==> config.mk <==
export PLATFORM = sky130hd
export DESIGN_NAME = pps_rx
export DESIGN_NICKNAME = d
export VERILOG_FILES = /design/src/rtl/pps_rx_pkg.sv /design/src/rtl/pps_in_filter.sv /design/src/rtl/pps_rx.sv
export SDC_FILE = /design/constraint.sdc
export NUM_CORES = 1
export LEC_CHECK = 0
export ABC_AREA = 1
export ABC_CLOCK_PERIOD_IN_PS = 4190
export BUFFER_PORTS_ARGS = -buffer_cell sky130_fd_sc_hd__clkbuf_2
export CAP_MARGIN = 25
export CELL_PAD_IN_SITES_DETAIL_PLACEMENT = 0
export CELL_PAD_IN_SITES_GLOBAL_PLACEMENT = 2
export CORE_AREA = 2 2 196 198
export DETAILED_ROUTE_END_ITERATION = 16
export DIE_AREA = 0 0 198 200
export PLACE_DENSITY = 0.83
export SLEW_MARGIN = 10
export SYNTH_ARGS = -nofsm -noshare
export SYNTH_HDL_FRONTEND = slang
export SYNTH_SLANG_ARGS = --single-unit
==> constraint.sdc <==
create_clock -name clk -period 4.19 [get_ports clk]
set_input_delay 0.2095 -clock clk [delete_from_list [all_inputs] [get_ports clk]]
set_output_delay 0.2095 -clock clk [all_outputs]
set_load 0.03 [all_outputs]
==> src/rtl/pps_rx_pkg.sv <==
`default_nettype none
// +----------------------------------------------------------------------+
// | pps_rx_pkg : shared types and default parameters for the PPS receiver |
// | Rev 1.0                                                              |
// +----------------------------------------------------------------------+
package pps_rx_pkg;

  typedef enum logic [1:0] {
    SEARCH = 2'd0,
    ACQ    = 2'd1,
    LOCK   = 2'd2
  } pps_state_t;

  localparam int c_SYNC_STAGES_DFLT = 2;
  localparam int c_MIN_WIDTH_DFLT   = 4;
  localparam int c_CNT_W_DFLT       = 27;
  localparam int c_WID_W_DFLT       = 16;
  localparam int c_LOCK_CNT_DFLT    = 3;

endpackage
`default_nettype wire

==> src/rtl/pps_in_filter.sv <==
`default_nettype none
// +----------------------------------------------------------------------+
// | pps_in_filter : PPS pin synchronizer, glitch filter, width measure   |
// | Rev 1.0                                                              |
// +----------------------------------------------------------------------+
module pps_in_filter
  import pps_rx_pkg::*;
#(
  parameter int SYNC_STAGES = c_SYNC_STAGES_DFLT,
  parameter int MIN_WIDTH   = c_MIN_WIDTH_DFLT,
  parameter int WID_W       = c_WID_W_DFLT
) (
  input  logic             clk,
  input  logic             resetn,
  input  logic             pps_in,
  input  logic             pol,
  output logic             pps_trig,
  output logic [WID_W-1:0] width,
  output logic             glitch
);

  localparam int                c_HI_W    = $clog2(MIN_WIDTH + 1);
  localparam logic [c_HI_W-1:0] c_HI_MAX  = c_HI_W'(MIN_WIDTH);
  localparam logic [c_HI_W-1:0] c_HI_ARM  = c_HI_W'(MIN_WIDTH - 1);
  localparam logic [WID_W-1:0]  c_WID_MAX = '1;

  logic [SYNC_STAGES-1:0] r_sync;
  logic [SYNC_STAGES-1:0] r_fill;
  logic [c_HI_W-1:0]      r_hi_cnt;
  logic [WID_W-1:0]       r_wcnt;
  logic                   w_s;

  // Until the synchronizer has been refilled after reset its content is not
  // the pin, so the qualified level is forced low regardless of polarity.
  assign w_s = r_fill[SYNC_STAGES-1] & (r_sync[SYNC_STAGES-1] ^ pol);

  always_ff @(posedge clk or negedge resetn) begin
    if (!resetn) begin
      r_sync <= '0;
      r_fill <= '0;
    end else begin
      r_sync <= {r_sync[SYNC_STAGES-2:0], pps_in};
      r_fill <= {r_fill[SYNC_STAGES-2:0], 1'b1};
    end
  end

  always_ff @(posedge clk or negedge resetn) begin
    if (!resetn) begin
      r_hi_cnt <= '0;
      r_wcnt   <= '0;
      pps_trig <= 1'b0;
      width    <= '0;
      glitch   <= 1'b0;
    end else begin
      pps_trig <= w_s && (r_hi_cnt == c_HI_ARM);
      if (w_s) begin
        if (r_hi_cnt != c_HI_MAX) r_hi_cnt <= r_hi_cnt + 1'b1;
        if (r_wcnt != c_WID_MAX)  r_wcnt   <= r_wcnt + 1'b1;
      end else begin
        r_hi_cnt <= '0;
        r_wcnt   <= '0;
        // r_wcnt is nonzero only in the first low cycle after a high run
        if ((r_wcnt != '0) && (r_hi_cnt == c_HI_MAX)) width <= r_wcnt;
        if ((r_hi_cnt != '0) && (r_hi_cnt < c_HI_MAX)) glitch <= 1'b1;
      end
    end
  end

endmodule
`default_nettype wire

==> src/rtl/pps_rx.sv <==
`default_nettype none
// +----------------------------------------------------------------------+
// | pps_rx : PPS receiver - edge qualify, period/width measure, lock FSM |
// | Rev 1.0                                                              |
// +----------------------------------------------------------------------+
module pps_rx
  import pps_rx_pkg::*;
#(
  parameter int SYNC_STAGES = c_SYNC_STAGES_DFLT,
  parameter int MIN_WIDTH   = c_MIN_WIDTH_DFLT,
  parameter int CNT_W       = c_CNT_W_DFLT,
  parameter int WID_W       = c_WID_W_DFLT,
  parameter int LOCK_CNT    = c_LOCK_CNT_DFLT
) (
  input  logic             clk,
  input  logic             resetn,
  input  logic             pps_in,
  input  logic             pol,
  input  logic [CNT_W-1:0] nom_period,
  input  logic [CNT_W-1:0] tol,
  output logic             pps_trig,
  output logic [CNT_W-1:0] period,
  output logic             period_vld,
  output logic [WID_W-1:0] width,
  output logic             miss_pulse,
  output logic             bad_period,
  output logic             locked,
  output logic             glitch
);

  localparam int                c_GC_W     = $clog2(LOCK_CNT + 1);
  localparam logic [c_GC_W-1:0] c_GC_LAST  = c_GC_W'(LOCK_CNT - 1);
  localparam logic [CNT_W-1:0]  c_PCNT_MAX = '1;

  pps_state_t         r_state, w_state_nxt;
  logic [c_GC_W-1:0]  r_good_cnt, w_good_nxt;
  logic [CNT_W-1:0]   r_pcnt;
  logic [CNT_W:0]     w_pcnt_x, w_nom_x, w_diff, w_miss_lim;
  logic               w_good, w_miss, w_bad, w_drop;

  pps_in_filter #(
    .SYNC_STAGES (SYNC_STAGES),
    .MIN_WIDTH   (MIN_WIDTH),
    .WID_W       (WID_W)
  ) u_filter (
    .clk      (clk),
    .resetn   (resetn),
    .pps_in   (pps_in),
    .pol      (pol),
    .pps_trig (pps_trig),
    .width    (width),
    .glitch   (glitch)
  );

  // One extra bit keeps the distance and the overdue limit free of wrap.
  assign w_pcnt_x   = {1'b0, r_pcnt};
  assign w_nom_x    = {1'b0, nom_period};
  assign w_diff     = (w_pcnt_x >= w_nom_x) ? (w_pcnt_x - w_nom_x) : (w_nom_x - w_pcnt_x);
  assign w_good     = (w_diff <= {1'b0, tol}) && (r_pcnt != c_PCNT_MAX);
  assign w_miss_lim = w_nom_x + {1'b0, tol} + (CNT_W + 1)'(1);
  assign w_miss     = !pps_trig && (r_pcnt != '0) && (w_pcnt_x == w_miss_lim);

  always_comb begin
    w_state_nxt = r_state;
    w_good_nxt  = r_good_cnt;
    w_bad       = 1'b0;
    w_drop      = 1'b0;
    case (r_state)
      SEARCH: begin
        if (pps_trig) begin
          w_state_nxt = ACQ;
          w_good_nxt  = '0;
        end
      end
      ACQ: begin
        if (pps_trig) begin
          if (w_good) begin
            w_good_nxt = r_good_cnt + 1'b1;
            if (r_good_cnt == c_GC_LAST) w_state_nxt = LOCK;
          end else begin
            w_bad      = 1'b1;
            w_good_nxt = '0;
          end
        end else if (w_miss) begin
          w_state_nxt = SEARCH;
          w_drop      = 1'b1;
        end
      end
      LOCK: begin
        if (pps_trig) begin
          if (!w_good) begin
            w_bad       = 1'b1;
            w_good_nxt  = '0;
            w_state_nxt = ACQ;
          end
        end else if (w_miss) begin
          w_state_nxt = SEARCH;
          w_drop      = 1'b1;
        end
      end
      default: begin
        w_state_nxt = SEARCH;
        w_good_nxt  = '0;
      end
    endcase
  end

  always_ff @(posedge clk or negedge resetn) begin
    if (!resetn) begin
      r_state    <= SEARCH;
      r_good_cnt <= '0;
      r_pcnt     <= '0;
      period     <= '0;
      period_vld <= 1'b0;
      miss_pulse <= 1'b0;
      bad_period <= 1'b0;
      locked     <= 1'b0;
    end else begin
      r_state    <= w_state_nxt;
      r_good_cnt <= w_good_nxt;
      locked     <= (w_state_nxt == LOCK);
      miss_pulse <= w_miss;
      bad_period <= w_bad;
      period_vld <= pps_trig && (r_pcnt != '0);
      if (pps_trig && (r_pcnt != '0)) period <= r_pcnt;
      if (pps_trig)                                    r_pcnt <= CNT_W'(1);
      else if (w_drop)                                 r_pcnt <= '0;
      else if ((r_pcnt != '0) && (r_pcnt != c_PCNT_MAX)) r_pcnt <= r_pcnt + 1'b1;
    end
  end

endmodule
`default_nettype wire
After elaboration in Yosys (flattened, before gate mapping). Cells that the tools add are included.

Bits of input ports: 58. Word-level logic and storage cells: 91. Bits in registers: 103. Output and inout port bits: 49.

Muxes and demuxes: 28. Reduce and logical (&&, ||, !) cells: 18. Add/subtract/negate cells: 8. Bitwise operators: 3. Eq/ne operators: 16. Magnitude comparators: 3.

Operators by type and width (number): 27-bit 2-to-1 mux (3); 27-bit by 27-bit subtractor with 28-bit output (2); 16-bit 2-to-1 mux (2); 27-bit by 27-bit adder with 28-bit output (1); 28-bit by 1-bit adder with 28-bit output (second input constant) (1); 27-bit by 28-bit == test with 1-bit output (1); 28-bit by 27-bit less-or-equal comparator with 1-bit output (1); 28-bit 2-to-1 mux (1); 27-bit by 1-bit adder with 27-bit output (second input constant) (1); 27-bit >= comparator (1); 27-bit inequality test (second input constant) (1); 27-bit nonzero test (1); 2-bit 2-to-1 mux (12); 16-bit by 1-bit adder with 16-bit output (second input constant) (1); 16-bit inequality test (second input constant) (1); 16-bit nonzero test (1); 2-bit case mux with 3 select lines (2); 1-bit logical AND (8); 2-bit == test (second input constant) (3); 1-bit 2-to-1 mux (6); 3-bit 2-to-1 mux (2); 2-bit by 1-bit inequality test with 1-bit output (second input constant) (3); 2-bit inequality test (second input constant) (3); 3-bit nonzero test (2); other kinds (15) (16).

Logic depth before layout (Yosys ltp).
Depth after elaboration: 9. Mapped depth: 39. Mapped depth without buffers: 37.

Cells and area by module. From an unflattened synthesis, not the netlist that was laid out.

Cells, all modules: 1900. Area, all modules: 12119.1 um^2.

Modules (own cells, without submodules): pps_rx (instances 1, seq. area each 1551.5 um^2, cells an instance 1641, area each 9958.3 um^2); pps_in_filter (instances 1, seq. area each 1026.0 um^2, cells an instance 259, area each 2160.8 um^2).

Worst setup path after synthesis. OpenSTA, ideal clock, no wires.

Path type: flip-flop to flip-flop. Start point: register r_pcnt[0]. End point: register locked. Buffers on the path: 2. Slack: 253 ps. Data arrival time: 3822 ps. Library setup time: 115 ps. Period minus slack after synthesis: 3937 ps. Stages on the path, launching flop included: 38. Data required time: 4075 ps. Cells stage by stage: dfrtp_1 > inv_1 > ha_1 > inv_1 > fa_1 > a21oi_1 > o21ai_2 > nand2_1 > nand3_2 > buf_6 > buf_8 > nand2_1 > o21ai_2 > o221ai_2 > xnor2_1 > inv_1 > ha_1 > nand2_1 > [... 2 more ...] > nor2_1 > nand2_1 > nand3_1 > nand2_1 > nand2_1 > nand2_1 > nand2_1 > nand2_1 > nand2_1 > nand2_1 > nand2_1 > nand2_1 > nand2_2 > nand3_1 > o21ai_2 > nand2_2 > nand2_1 > nor2_1.

Word-level cells in the longest chain between the ends: 8. Elaborated cells on any way between the ends: 18. Classes of those cells: add/sub (2); order compare (2); eq/ne (3); mux (7); reduce/logical (4).

RTL lines: start: declaration (line pps_rx.sv:37) `logic [CNT_W-1:0] r_pcnt;`; start signal: assignment (line pps_rx.sv:128) `else if ((r_pcnt != '0) && (r_pcnt != c_PCNT_MAX)) r_pcnt <= r_pcnt + 1'b1;`; 27-bit by 27-bit subtractor with 28-bit output or 27-bit >= comparator (tied branches) (line pps_rx.sv:58) `assign w_diff = (w_pcnt_x >= w_nom_x) ? (w_pcnt_x - w_nom_x) : (w_nom_x - w_pcnt_x);`; 28-bit 2-to-1 mux (line pps_rx.sv:58); 28-bit by 27-bit less-or-equal comparator with 1-bit output (line pps_rx.sv:59) `assign w_good = (w_diff <= {1'b0, tol}) && (r_pcnt != c_PCNT_MAX);`; 1-bit logical AND (line pps_rx.sv:59); 2-bit 2-to-1 mux, on equally long branches (line pps_rx.sv:91, pps_rx.sv:77); 2-bit 2-to-1 mux, on equally long branches (line pps_rx.sv:90, pps_rx.sv:76); 2-bit case mux with 3 select lines * (line pps_rx.sv:68) `case (r_state)`; 2-bit == test * (line pps_rx.sv:121) `locked <= (w_state_nxt == LOCK);`; end signal: assignment (line pps_rx.sv:121); end: declaration (line pps_rx.sv:27) `output logic locked,`.

Mark *: on every way between the ends. The rest lies on a longest branch, timed or not. A chain may end at the register's enable or synchronous reset.

Final worst setup path.
Start point: register r_pcnt[19]. End point: register locked.

Same word-level chain as after synthesis.

==> reports/summary.txt <==
Max clock buf depth -> 2
Yosys Warn Count -> 0
GR Util met2 -> 36.1%
Seq/Total Area, Yosys -> 23.1%
Mapped Area -> 11100 um^2
Worst setup SP type -> flop
Number of CTS-inserted buffers -> 9
GR Overflow Total -> 0
CP max-delay cell -> dfrtp_1
Vias in the first global route -> 11843
R2R setup slack -> -0.06 ns
Top cells by area, synth -> dfrtp_1, nand2_1, ha_1
Most common library cells after synthesis -> nand2_1, inv_1, nor2_1
Worst EP arrival -> 4.53 ns
Ys async rst share -> 100%
Most common cell in the netlist -> nand2_1
DRC Markers -> 0
Final Wtd Congestion -> 0.959
Detailed placement HPWL -> 37.3 mm
Vias -> 12005
Synth unique cells -> 56
Antenna diode count -> 0
Commonest register cell after synthesis -> dfrtp_1
Setup crit end -> locked
Critical Path Max Stage Delay -> 0.42 ns
FILL cells -> 4055
Total wire length -> 44.4 mm
Setup_tns -> -0.108 ns
Fmax -> 0.235 GHz
Final cell area excluding filler cells -> 14700 um^2
Register Area -> 2580 um^2
Largest area contributor in the netlist -> dfrtp_1
Via/cell ratio -> 4.75
Die area -> 39600 um^2
Root Buffer -> clkbuf_16
Starting density of the core -> 29.8%
Drt pass-1 iters -> 5
Crit path launch -> r_pcnt[19]
Reg-to-reg endpoint -> locked
Max Cap Viol -> 0
Peak supply drop -> 0.000336 V
Pins over their slew limit -> 0
DR iter-0 viols -> 924
Leakage -> 7.75 nW
Largest net degree at the start of global routing -> 56
Most used routing layer -> met2
Routed length per instance -> 17.6 um
Met1 Use GR -> 31.4%
Core box area -> 37400 um^2
CP endpoint kind -> flop
FF-to-FF path depth -> 32
First-pass GRT wire length -> 67.5 mm
Reg2Reg Launch Point -> r_pcnt[19]
Crit path kind -> reg -> reg
Largest fanout on the critical path -> 8
Finish-stage setup viols -> 3
Status -> finished with violations
Min cycle time layout -> 4.25 ns
Worst-Skew Late Latency -> 0.39 ns
IO buf count -> 106
Top-area cell type share of the netlist area -> 23.1%
Final hold vios -> 0
Post-DRT Antenna Nets -> 0
Ratio of cells with drive above 1 in the final layout -> 22.8%
Clock Sinks -> 103
Final nets -> 2191
Syn Area/Cell -> 6.51 um^2
Worst Hold Slack -> 0.322 ns
Tcrit/Tclk final -> 101%
Most Frequent Cell on Critical Path -> nand2_1
Synth Register Bits -> 103
Worst Path Required -> 4.47 ns
RSZ-0062 raised after global routing -> true
CTS tree -> built
Pwr/cell area -> 329 nW/um^2
Htree depth -> 3
Failing checks -> setup timing
Global-route met3 utilization -> 4.08%
Cell count after synthesis -> 1711
Clock Skew -> 0.0124 ns
Synthesized Nets -> 1892
Hold WC Path Type -> in -> async
Chip Width -> 198 um
Placed Area -> 13600 um^2
EDFF count, synth -> 0
Initial antenna violation count -> 0
Row count -> 71
IO Pins -> 107
Layout overhead on the synthesized area -> 32.0%
Setup ws final -> -0.0582 ns
Multi-input logic area -> 7720 um^2
Worst-path clk slew -> 0.09 ns
Die Span Y -> 200 um
GR Util All Layers -> 22.8%
Max-slew headroom -> 43.3%
Slew @ Worst Pin -> 0.848 ns
-- kinds of logic after synthesis --
kind of cell | Yosys count | synth area share, %
multiplexers | 6 | 0.539
XOR/XNOR | 72 | 5.66
AO/OA/AOI/OAI | 276 | 14.3
adder cells (fa/ha/maj) | 123 | 14.0
buffers and inverters | 347 | 12.2
other | 1 | 0.0337
AND/OR/NAND/NOR | 783 | 30.1
flip-flops | 103 | 23.1
-- how the worst min path moves through the flow --
stage	start	end	cells past startpoint
after floorplan	resetn	bad_period	0
after global placement	resetn	r_pcnt[2]	1
after detailed placement	resetn	r_pcnt[2]	1
after CTS	resetn	r_pcnt[2]	2
after global routing	u_filter.r_fill[0]	u_filter.r_fill[1]	0
final	resetn	r_pcnt[2]	2
-- critical path, delay by kind of cell, from the launching register on --
family	cells	cell delay, ns
buffers and inverters	4	0.54
DFF	1	0.42
xor gates and xnor gates	1	0.15
adders and majority gates	2	0.53
AOI/OAI and AO/OA	5	0.83
and+or+nand+nor	20	1.64
-- repair_timing --
action,in CTS,in global routing
pin swaps,22,23
hold buffers,2,0
hold endpoints to repair,34,0
gates cloned,2,0
gates resized for setup,67,51
buffers inserted,7,7
endpoints found under the setup margin,6,6
-- state kept, by name, indices dropped and copies added (netlist names) --
name,flops
u_filter.r_wcnt,16
bad_period,1
u_filter.r_hi_cnt,3
u_filter.r_sync,2
u_filter.pps_trig,1
r_state,2
period,27
r_pcnt,27
period_vld,1
locked,1
r_good_cnt,2
u_filter.r_fill,2
miss_pulse,1
u_filter.width,16
u_filter.glitch,1
-- per-stage QoR --
step	utilization (%)	cells	total power [mW]	setup slack (ns)
after floorplan	-	1711	2.49	0.253
after global placement	36.4	2493	3.53	-0.451
after detailed placement	36.4	2493	3.54	-0.448
after CTS	38.5	2518	4.69	-0.0631
after global routing	39.3	2526	5.18	-0.328
final	39.3	2526	4.83	-0.0582
-- placed cells by master (no fill, tap or decap), types with 5 or more instances in the layout --
master / Yosys / routed
xnor2_1: 21 / 21
o21ai_1: 5 / 12
a21oi_1: 107 / 91
nand2_2: 12 / 17
nor2_4: 5 / 6
nor2_1: 151 / 146
nor4_1: 13 / 13
ha_4: 0 / 14
buf_4: 1 / 198
nand2_4: 1 / 6
clkbuf_2: 1 / 105
clkbuf_16: 0 / 9
ha_1: 120 / 104
inv_1: 311 / 306
nor3_1: 31 / 30
o21ai_2: 5 / 9
nor2_2: 6 / 10
o21ai_0: 102 / 87
a21oi_2: 3 / 18
xor2_1: 51 / 50
a21o_1: 5 / 5
inv_2: 7 / 11
nand3_1: 80 / 73
nand3_2: 1 / 7
dfrtp_1: 103 / 101
nand2_1: 433 / 423
o21bai_1: 12 / 11
nand4_1: 38 / 38
nand3b_1: 5 / 5
buf_6: 4 / 5
-- metal layers --
layer	part of all wire [%]	routed length (um)
met5	0	0
met4	2.7	1200
met3	5.3	2330
met2	44	19300
met1	49	21600
-- cell type report --
type,count,share of cell area (%)
Clock buffer,9,1.53
Clock inverter,7,0.775
Inverter,318,8.14
Multi-Input combinational cell,1262,52.5
Sequential cell,103,17.6
Tap cell,511,4.35
Timing Repair Buffer,316,15.1
-- power by group --
group / switching, mW / internal (mW)
Sequential: 0.0677 / 1.06
Clock: 0.481 / 0.540
Combinational: 1.56 / 1.12
(Power assumes the default switching activity.)
